===== src/rtl/seq_det_sequencer_if.sv =====
// Word-request and result handshakes between a command source
// and the detector sequencer.
interface seq_det_sequencer_if #(
  parameter int WIDTH = 16,
  parameter int CNT_W = $clog2(WIDTH + 1)
);
  logic             in_valid;
  logic             in_ready;
  logic [WIDTH-1:0] in_data;
  logic [CNT_W-1:0] in_len;
  logic             out_valid;
  logic             out_ready;
  logic [CNT_W-1:0] out_count;
  logic             out_hit;
  logic [CNT_W-1:0] out_first;

  modport master (
    output in_valid, in_data, in_len, out_ready,
    input  in_ready, out_valid, out_count,
    input  out_hit, out_first
  );

  modport slave (
    input  in_valid, in_data, in_len, out_ready,
    output in_ready, out_valid, out_count,
    output out_hit, out_first
  );
endinterface


===== src/rtl/seq_det_sequencer.sv =====
// Shifts a parallel word MSB-first into a serial Moore detector
// and reports how many bits it hit on and where it first hit.
module seq_det_sequencer #(
  parameter int WIDTH = 16,
  parameter int CNT_W = $clog2(WIDTH + 1),
  parameter int Y_LAT = 1
) (
  input  logic                clk,
  input  logic                reset,
  seq_det_sequencer_if.slave  bus,
  output logic                det_clr,
  output logic                x,
  input  logic                y,
  output logic                busy
);

  localparam int SW = CNT_W + 2;

  typedef enum logic [2:0] {
    IDLE, CLEAR, SHIFT, DRAIN, RESULT
  } state_t;

  state_t           state;
  logic [WIDTH-1:0] sreg;
  logic [CNT_W-1:0] len;
  logic [SW-1:0]    s;

  logic [CNT_W-1:0] len_in;
  logic [CNT_W-1:0] shamt;
  logic [SW-1:0]    bit_idx;
  logic             counted;
  logic             last_shift;
  logic             last_drain;

  always_comb begin
    len_in = bus.in_len;
    if (bus.in_len == '0 || bus.in_len > CNT_W'(WIDTH))
      len_in = CNT_W'(WIDTH);
    shamt      = CNT_W'(WIDTH) - len_in;
    bit_idx    = s - SW'(Y_LAT);
    counted    = (s >= SW'(Y_LAT)) && y;
    last_shift = (s == SW'(len) - SW'(1));
    last_drain = (s == SW'(len) + SW'(Y_LAT) - SW'(1));
  end

  assign bus.in_ready = (state == IDLE);
  assign busy         = (state != IDLE);

  always_ff @(posedge clk or posedge reset) begin
    if (reset) begin
      state         <= IDLE;
      sreg          <= '0;
      len           <= '0;
      s             <= '0;
      x             <= 1'b0;
      det_clr       <= 1'b0;
      bus.out_valid <= 1'b0;
      bus.out_count <= '0;
      bus.out_hit   <= 1'b0;
      bus.out_first <= '0;
    end else begin
      det_clr <= 1'b0;
      unique case (state)
        IDLE: begin
          if (bus.in_valid) begin
            // left-align so the first bit to send sits at the MSB
            sreg          <= bus.in_data << shamt;
            len           <= len_in;
            s             <= '0;
            bus.out_count <= '0;
            bus.out_hit   <= 1'b0;
            bus.out_first <= '0;
            det_clr       <= 1'b1;
            x             <= 1'b0;
            state         <= CLEAR;
          end
        end
        CLEAR: begin
          x     <= sreg[WIDTH-1];
          sreg  <= sreg << 1;
          state <= SHIFT;
        end
        SHIFT, DRAIN: begin
          s <= s + SW'(1);
          if (counted) begin
            bus.out_count <= bus.out_count + CNT_W'(1);
            if (!bus.out_hit) begin
              bus.out_hit   <= 1'b1;
              bus.out_first <= bit_idx[CNT_W-1:0];
            end
          end
          if (state == SHIFT) begin
            if (last_shift) begin
              x             <= 1'b0;
              state         <= (Y_LAT == 0) ? RESULT : DRAIN;
              bus.out_valid <= (Y_LAT == 0);
            end else begin
              x    <= sreg[WIDTH-1];
              sreg <= sreg << 1;
            end
          end else if (last_drain) begin
            state         <= RESULT;
            bus.out_valid <= 1'b1;
          end
        end
        RESULT: begin
          if (bus.out_ready) begin
            bus.out_valid <= 1'b0;
            state         <= IDLE;
          end
        end
        default: state <= IDLE;
      endcase
    end
  end

endmodule


===== src/flat_wrapper.sv =====
// flat-port wrapper written by rule: the top's interface ports become plain ports
module seq_det_sequencer_flat 
#(
  parameter int WIDTH = 16,
  parameter int CNT_W = $clog2(WIDTH + 1),
  parameter int Y_LAT = 1
)
  (clk, reset, det_clr, x, y, busy, bus_in_valid, bus_in_data, bus_in_len, bus_out_ready, bus_in_ready, bus_out_valid, bus_out_count, bus_out_hit, bus_out_first);
  seq_det_sequencer_if #(.WIDTH(WIDTH), .CNT_W(CNT_W)) bus_i ();
  input  logic clk;
  input  logic reset;
  output logic det_clr;
  output logic x;
  input  logic y;
  output logic busy;
  input wire logic [$bits(bus_i.in_valid)-1:0] bus_in_valid;
  input wire logic [$bits(bus_i.in_data)-1:0] bus_in_data;
  input wire logic [$bits(bus_i.in_len)-1:0] bus_in_len;
  input wire logic [$bits(bus_i.out_ready)-1:0] bus_out_ready;
  output wire logic [$bits(bus_i.in_ready)-1:0] bus_in_ready;
  output wire logic [$bits(bus_i.out_valid)-1:0] bus_out_valid;
  output wire logic [$bits(bus_i.out_count)-1:0] bus_out_count;
  output wire logic [$bits(bus_i.out_hit)-1:0] bus_out_hit;
  output wire logic [$bits(bus_i.out_first)-1:0] bus_out_first;
  assign bus_i.in_valid = bus_in_valid;
  assign bus_i.in_data = bus_in_data;
  assign bus_i.in_len = bus_in_len;
  assign bus_i.out_ready = bus_out_ready;
  assign bus_in_ready = bus_i.in_ready;
  assign bus_out_valid = bus_i.out_valid;
  assign bus_out_count = bus_i.out_count;
  assign bus_out_hit = bus_i.out_hit;
  assign bus_out_first = bus_i.out_first;
  seq_det_sequencer #(.WIDTH(WIDTH), .CNT_W(CNT_W), .Y_LAT(Y_LAT)) u_core (.clk(clk), .reset(reset), .bus(bus_i), .det_clr(det_clr), .x(x), .y(y), .busy(busy));
endmodule

===== config.mk =====
export PLATFORM = sky130hd
export DESIGN_NAME = seq_det_sequencer_flat
export DESIGN_NICKNAME = d
export VERILOG_FILES = /design/src/rtl/seq_det_sequencer_if.sv /design/src/rtl/seq_det_sequencer.sv /design/src/flat_wrapper.sv
export SDC_FILE = /design/constraint.sdc
export NUM_CORES = 1
export LEC_CHECK = 0
export ABC_AREA = 0
export BUFFER_PORTS_ARGS = -buffer_cell sky130_fd_sc_hd__buf_2
export CORE_MARGIN = 5
export CORE_UTILIZATION = 45
export CTS_BUF_LIST = sky130_fd_sc_hd__clkbuf_8
export DETAILED_ROUTE_END_ITERATION = 10
export HOLD_SLACK_MARGIN = 0.02
export PLACE_DENSITY = 0.67
export SLEW_MARGIN = 10
export SYNTH_ARGS = -nofsm -noshare
export SYNTH_HDL_FRONTEND = slang
export SYNTH_SLANG_ARGS = --single-unit
export TNS_END_PERCENT = 5

===== constraint.sdc =====
create_clock -name clk -period 2.27 [get_ports clk]
set_input_delay 0.454 -clock clk [delete_from_list [all_inputs] [get_ports clk]]
set_output_delay 0.454 -clock clk [all_outputs]
set_load 0.03 [all_outputs]

==> results.sh, run 1 <==
export IMPL_status="finished, violations left"
export IMPL_violations="setup timing"
export IMPL_hp_class="input port to async pin"
export IMPL_peakVddDrop_mv=0.568
export IMPL_ant_nets=0
export IMPL_dp_cells=553
export IMPL_cts_tree="done"
export IMPL_tightest_slew_ns=0.588
export IMPL_remaining_drc_errors=0
export IMPL_holdBufCountCts=0
export IMPL_r2r_slack_ns=0
export IMPL_clk_path_buf_depth=2
export IMPL_port_buffers=41
export IMPL_rsz0062_at_grt="true"
export IMPL_period_share_pct=101
export IMPL_fp_dieH_um=97.7
export IMPL_required_ns=2.49
export IMPL_hold_violations=0
export IMPL_synth_nets=422
export IMPL_path_cells="buf_2 -> nor2_2 -> nand2_2 -> ha_4 -> nand2b_4 -> ha_4 -> or3b_4 -> o2111ai_2 -> o21ai_1 -> o32ai_2 -> nand3_1 -> a31oi_1"
export IMPL_cp_end_kind="flop"
export IMPL_timing_final_crit_period_ns=2.28
export IMPL_slew_violations=0
export IMPL_via_count=3187
export IMPL_final_cell_mix="49 x buf_4, 45 x dfrtp_1, 44 x nand2_1"
export IMPL_netlist_instances=387
export IMPL_reg2reg_from="u_core.len[1]$_DFFE_PP0P_"
export IMPL_slew_headroom_pct=60.8
export IMPL_ys_warn_count=0
export IMPL_synth_async_reset_ratio_pct=100
export IMPL_switchingPower_mw=2.35
export IMPL_power_frac_seq_pct=28.7
export IMPL_timing_rr_end="u_core.state[2]$_DFFE_PP0P_"
export IMPL_arrival_ns=2.50
export IMPL_syn_cell_area_mm2=0.00346
export IMPL_layout_setup_ws_ns=-0.0117
export IMPL_drive_gt1_share_pct=34.1
export IMPL_htreeDepth=2
export IMPL_clk_pin_slew_ns=0.09
export IMPL_comb_power_share_pct=59.6
export IMPL_antennaDiodeCount=0
export IMPL_max_freq_ghz=0.438
export IMPL_die_area_mm2=0.00955
export IMPL_powerDensity_mw_per_mm2=1180
export IMPL_ios=42
export IMPL_avgSynthCellArea_um2=8.95
export IMPL_clock_sinks=45
export IMPL_critPathSlowestCell="or3b_4"
export IMPL_coreArea_mm2=0.00761
export IMPL_wire_per_inst_um=16.1
export IMPL_fin_cells=571
export IMPL_dr_pass1_iters=4
export IMPL_crit_path_start_kind="input port"
export IMPL_fin_area_mm2=0.00449
export IMPL_final_common_cell="buf_4"
export IMPL_synth_main_ff_cell="dfrtp_1"
export IMPL_cts_root_buf="clkbuf_8"
export IMPL_r2r_cells=9
export IMPL_gr_total_overflow=0
export IMPL_grt_start_max_net_pins=33
export IMPL_path_class="input port to flop"
export IMPL_cp_num_buf_inv=1
export IMPL_dieWidth_um=97.7
export IMPL_path_delay_family="simple AND/OR/NAND/NOR gates"
export IMPL_synth_edf_count=0
export IMPL_areaGrowthSynthToFinish_pct=29.7
export IMPL_synth_seq_cells=45
export IMPL_p_leak_nw=1.95
export IMPL_hold_ws_ns=0.230
export IMPL_grt_pass1_vias=3162
export IMPL_place_gp_congestion=0.909
export IMPL_setup_viol=2
export IMPL_detailed_place_area_mm2=0.00413
export IMPL_crit_path_frequent_cell="ha_4"
export IMPL_pwr_share_clk_pct=11.7
export IMPL_seq_area_frac_synth_pct=32.5
export IMPL_drt_iter0_drc=215
export IMPL_synth_cell_types=71
export IMPL_initial_core_util_pct=45.5
export IMPL_antenna_found_initial=0
export IMPL_nNetsFinal=503
export IMPL_finClkSkew_ns=0.0122
export IMPL_clock_latency_ns=0.30
export IMPL_wl_um=9190
export IMPL_grt_total_usage_pct=19.1
export IMPL_critPathMaxFanout=6
export IMPL_cap_violations=0
export IMPL_cts_buffers=5
export IMPL_grt_pass1_wl_um=15200
export IMPL_max_stage_delay_ns=0.42
export IMPL_swShare_pct=44.2
export IMPL_viasPerCell=5.58
export IMPL_internal_power_mw=2.96
export IMPL_rows=32
export IMPL_dp_hpwl_um=6870
-- power groups by stage --
stage | combinational [mW] | clock, mW | sequential, mW
5_1_grt | 3.48 | 0.674 | 1.58
3_5_place_dp | 2.83 | 0 | 1.51
4_1_cts | 3.04 | 0.628 | 1.51
3_3_place_gp | 2.76 | 0 | 1.50
2_1_floorplan | 1.95 | 0 | 1.55
6_report | 3.16 | 0.622 | 1.52
-- state kept, by name, summed over array words and instances (netlist names) --
name	cells
u_core.len	5
u_core.bus.out_hit	1
u_core.bus.out_valid	1
u_core.s	7
u_core.bus.out_first	5
u_core.det_clr	1
u_core.x	1
u_core.sreg	16
u_core.bus.out_count	5
u_core.state	3
-- worst register-to-register path, delay by kind of cell (launching register included) --
kind / cells / cell delay [ns]
and+or+nand+nor: 2 / 0.77
DFF: 1 / 0.43
AOI/OAI and AO/OA: 3 / 0.41
buffers and inverters: 2 / 0.29
adders and majority gates: 1 / 0.22
xor gates and xnor gates: 1 / 0.10
-- worst max-delay path by stage --
stage	slack (ns)	depth (start not counted)	end	start
finish	-0.01	12	u_core.sreg[4]$_DFFE_PP0P_	bus_in_len[2]
global route	-0.13	12	u_core.sreg[4]$_DFFE_PP0P_	bus_in_len[2]
CTS	-0.11	12	u_core.sreg[4]$_DFFE_PP0P_	bus_in_len[3]
detailed placement	-0.44	10	u_core.sreg[9]$_DFFE_PP0P_	bus_in_len[3]
global placement	-0.40	12	u_core.sreg[14]$_DFFE_PP0P_	bus_in_len[2]
floorplan	-0.27	12	u_core.sreg[4]$_DFFE_PP0P_	bus_in_len[2]
-- kinds of logic (layout without fill, tap and decap cells) --
group | Yosys count | after routing | synth area share (%)
AND/OR/NAND/NOR | 147 | 147 | 20.9
AO/OA/AOI/OAI | 94 | 94 | 19.4
flip-flops | 45 | 45 | 32.5
buffers and inverters | 38 | 120 | 5.09
multiplexers | 32 | 32 | 12.6
XOR/XNOR | 22 | 22 | 6.21
adder cells (fa/ha/maj) | 9 | 9 | 3.25
-- cell type report --
type                       count  area, um^2
fill                         680        3120
sequential                    45        1130
multi-input combinational    304        2390
clock buffer                   5        68.8
clock inverter                 3        42.5
inverter                      14        52.6
tap                          102         128
timing repair buffer          98         687
-- metrics by stage --
stage                     setup TNS, ns  util, %  power (mW)  setup WS [ns]
after global placement            -5.86     54.2        4.25         -0.397
after CTS                        -0.970     57.3        5.17         -0.110
after detailed placement          -6.54     54.2        4.34         -0.440
final                           -0.0120     59.0        5.30        -0.0117
after global routing              -1.34     59.0        5.73         -0.130
after floorplan                   -3.44        -        3.50         -0.269
-- routing by layer --
| metal | GRT usage (%) | wire [um] | part of all wire [%] | vias up |
|---|---|---|---|---|
| met5 | 0 | 0 | 0 | - |
| met1 | 23.9 | 4040 | 44 | 1535 |
| met4 | 4.37 | 80 | 0.87 | 0 |
| met3 | 3.64 | 362 | 3.9 | 9 |
| li1 | - | - | - | 1562 |
| met2 | 34.2 | 4710 | 51 | 81 |
-- timing repair --
action | CTS | global route
resized for setup | 20 | 19
buffers inserted | 4 | 6
pin swaps | 14 | 17
setup endpoints to repair | 20 | 20
-- Yosys cell counts, types with 5 or more instances --
cell type,count,area share [%]
nand2_1,46,5.0
dfrtp_1,45,33
nor2_1,34,3.7
o21ai_0,22,3.2
mux2i_1,19,5.5
a21oi_1,15,2.2
nand3_1,15,2.2
inv_1,12,1.3
nand2b_1,11,2.0
xnor2_1,11,2.8
clkbuf_1,10,1.1
nor2b_1,10,1.8
buf_2,9,1.3
ha_1,9,3.3
mux4_2,9,5.9
xor2_1,8,2.0
a32oi_1,5,1.3
nor3_1,5,0.72
o31ai_1,5,1.1
Note: power is estimated with default switching activity, not from simulation.
==> run 2, diff against run 1 <==
--- a/config.mk
+++ b/config.mk
@@ -7,6 +7,7 @@
 export LEC_CHECK = 0
 export ABC_AREA = 0
 export BUFFER_PORTS_ARGS = -buffer_cell sky130_fd_sc_hd__buf_2
+export CORE_ASPECT_RATIO = 0.75
 export CORE_MARGIN = 5
 export CORE_UTILIZATION = 45
 export CTS_BUF_LIST = sky130_fd_sc_hd__clkbuf_8
==> run 2 against run 1 <==
Effect of this change: the run still ends with setup timing left; combinational power is 11% higher; utilization is 2.1 points higher; via count up 2.9%; non-clock buffer count grew 2; first-iteration DRC count grew 12%; global-route usage up 1.7 points; clock power shrank 20%; sequential share of layout area decreased by 0.27 points; critical endpoint is now u_core.state[2]$_DFFE_PP0P_; flip-flop and latch count unchanged; worst setup slack worse by 0.023 ns.
==> results.sh, run 2 (synthesis gave the netlist of run 1 again) <==
export IMPL_status="finished, violations left"
export IMPL_violations="setup timing"
export IMPL_fp_dieH_um=86.0
export IMPL_max_stage_delay_ns=0.54
export IMPL_reg_top3="u_core.sreg x16, u_core.s x7"
export IMPL_antennaDiodeCount=0
export IMPL_seq_area_mm2=0.00113
export IMPL_crit_path_start_kind="flop"
export IMPL_die_area_mm2=0.00957
export IMPL_grt_start_max_net_pins=46
export IMPL_timing_final_crit_period_ns=2.30
export IMPL_remaining_drc_errors=0
export IMPL_regMostFlops="u_core.sreg"
export IMPL_power_mw=5.57
export IMPL_cts_root_buf="clkbuf_8"
export IMPL_n_fill_cell=662
export IMPL_hold_violations=0
export IMPL_hold_ws_ns=0.293
export IMPL_holdBufCountCts=0
export IMPL_slew_headroom_pct=60.4
export IMPL_dr_pass1_iters=5
export IMPL_initial_core_util_pct=46.6
export IMPL_hp_class="input port to async pin"
export IMPL_drive_gt1_share_pct=34.2
export IMPL_path_delay_family="simple AND/OR/NAND/NOR gates"
export IMPL_critPathMaxFanout=4
export IMPL_gr_max_usage_layer="met1"
export IMPL_gr_total_overflow=0
export IMPL_tightest_slew_ns=0.594
export IMPL_antenna_found_initial=0
export IMPL_multi_input_area_mm2=0.00240
export IMPL_largest_reg_flops=16
export IMPL_viasPerCell=5.73
export IMPL_max_freq_ghz=0.434
export IMPL_finClkSkew_ns=0.00733
export IMPL_ios=42
export IMPL_clk_pin_slew_ns=0.09
export IMPL_crit_start="u_core.len[1]$_DFFE_PP0P_"
export IMPL_port_buffers=41
export IMPL_place_gp_congestion=0.936
export IMPL_grt_pass1_vias=3222
export IMPL_cp_num_buf_inv=2
export IMPL_p_leak_nw=1.95
export IMPL_dieWidth_um=111
export IMPL_dp_hpwl_um=7250
export IMPL_powerDensity_mw_per_mm2=1230
export IMPL_path_cells="buf_6 -> ha_4 -> buf_4 -> nor2_2 -> o32ai_4 -> xnor2_1 -> or4_4 -> a211oi_4 -> a22o_1"
export IMPL_clk_path_buf_depth=2
export IMPL_critPathSlowestCell="or4_4"
export IMPL_grt_total_usage_pct=20.8
export IMPL_arrival_ns=2.55
export IMPL_via_count=3279
export IMPL_setup_viol=11
export IMPL_rsz0062_at_grt="true"
export IMPL_global_route_usage_met1_pct=32.5
export IMPL_htreeDepth=2
export IMPL_cts_tree="done"
export IMPL_nNetsFinal=505
export IMPL_wl_um=10100
export IMPL_wire_per_inst_um=17.6
export IMPL_ant_nets=0
export IMPL_layout_setup_ws_ns=-0.0346
export IMPL_use_met3_pct=3.10
export IMPL_rows=27
export IMPL_use_met2_pct=29.9
export IMPL_final_common_cell="buf_4"
export IMPL_slew_violations=0
export IMPL_fin_setup_tns_ns=-0.216
export IMPL_cap_violations=0
export IMPL_areaGrowthSynthToFinish_pct=31.2
export IMPL_grt_pass1_wl_um=16400
export IMPL_cp_end_kind="flop"
export IMPL_path_class="flop to flop"
export IMPL_clock_latency_ns=0.30
export IMPL_coreArea_mm2=0.00743
export IMPL_reg2reg_from="u_core.len[1]$_DFFE_PP0P_"
export IMPL_cts_buffers=5
export IMPL_final_cell_mix="50 x buf_4, 45 x nand2_1, 44 x dfrtp_1"
export IMPL_drt_iter0_drc=241
export IMPL_required_ns=2.51
export IMPL_peakVddDrop_mv=0.572
export IMPL_period_share_pct=102
export IMPL_clock_sinks=45
## run 2: cell types whose count changed in the layout (fill, tap and decap cells not counted), moves of 2 or more
cell	previous run	this run
ha_4	3	5
nor2_1	32	29
buf_2	40	37
o21ai_2	2	0
nor2_4	1	3
clkbuf_16	0	2
o21ai_0	19	21
buf_6	7	9
## run 2: through the flow
| stage | cells | area, um^2 | setup slack (ns) | util [%] |
|---|---|---|---|---|
| floorplan | 387 | 3540 | -0.269 | - |
| global placement | 555 | 4150 | -0.390 | 55.8 |
| detailed placement | 555 | 4150 | -0.452 | 55.8 |
| CTS | 566 | 4360 | -0.103 | 58.7 |
| global route | 572 | 4540 | -0.140 | 61.1 |
| finish | 572 | 4540 | -0.0346 | 61.1 |
## run 2: layout make-up
| cell class | instances | area share (%) |
|---|---|---|
| well taps | 101 | 2.78 |
| inverters | 14 | 1.16 |
| clock buffers | 5 | 1.51 |
| repair buffers | 100 | 16.5 |
| flip-flops and latches | 45 | 24.8 |
| multi-input cells | 304 | 52.9 |
| clock inverters | 3 | 0.330 |
## run 2: repair_timing
action | CTS | global route
endpoints found under the setup margin | 19 | 23
buffers inserted | 3 | 4
pin swaps | 15 | 16
gates resized for setup | 20 | 21
cloned | 0 | 2
## run 2: layer usage
| metal | vias up | share of wire, % |
|---|---|---|
| met5 | - | 0 |
| met4 | 0 | 1.3 |
| met3 | 15 | 6.6 |
| met2 | 104 | 42 |
| met1 | 1593 | 50 |
| li1 | 1567 | - |
## run 2: path summary, 6_finish.rpt
check | endpoint | slack [ns] | cells after the start
setup reg to reg | u_core.state[2]$_DFFE_PP0P_ | -0.03 | 9
setup / recovery | u_core.state[2]$_DFFE_PP0P_ | -0.03 | 9
max in group asynchronous | u_core.len[1]$_DFFE_PP0P_ | 1.54 | 3
min in group clk | u_core.bus.out_count[4]$_DFFE_PP0P_ | 0.48 | 1
hold / removal | u_core.sreg[2]$_DFFE_PP0P_ | 0.29 | 3
hold reg to reg | u_core.bus.out_count[4]$_DFFE_PP0P_ | 0.48 | 1
## run 2: worst min-delay path, cell delays in order
cell and delay [ns]:
buf_2 0.10, inv_2 0.03, buf_4 0.48
## run 2: power by group
part | switching, mW | internal [mW] | leakage, nW | total, mW
clock | 0.290 | 0.210 | 0.0467 | 0.500
sequential | 0.398 | 1.15 | 0.532 | 1.55
combinational | 1.84 | 1.68 | 1.37 | 3.52
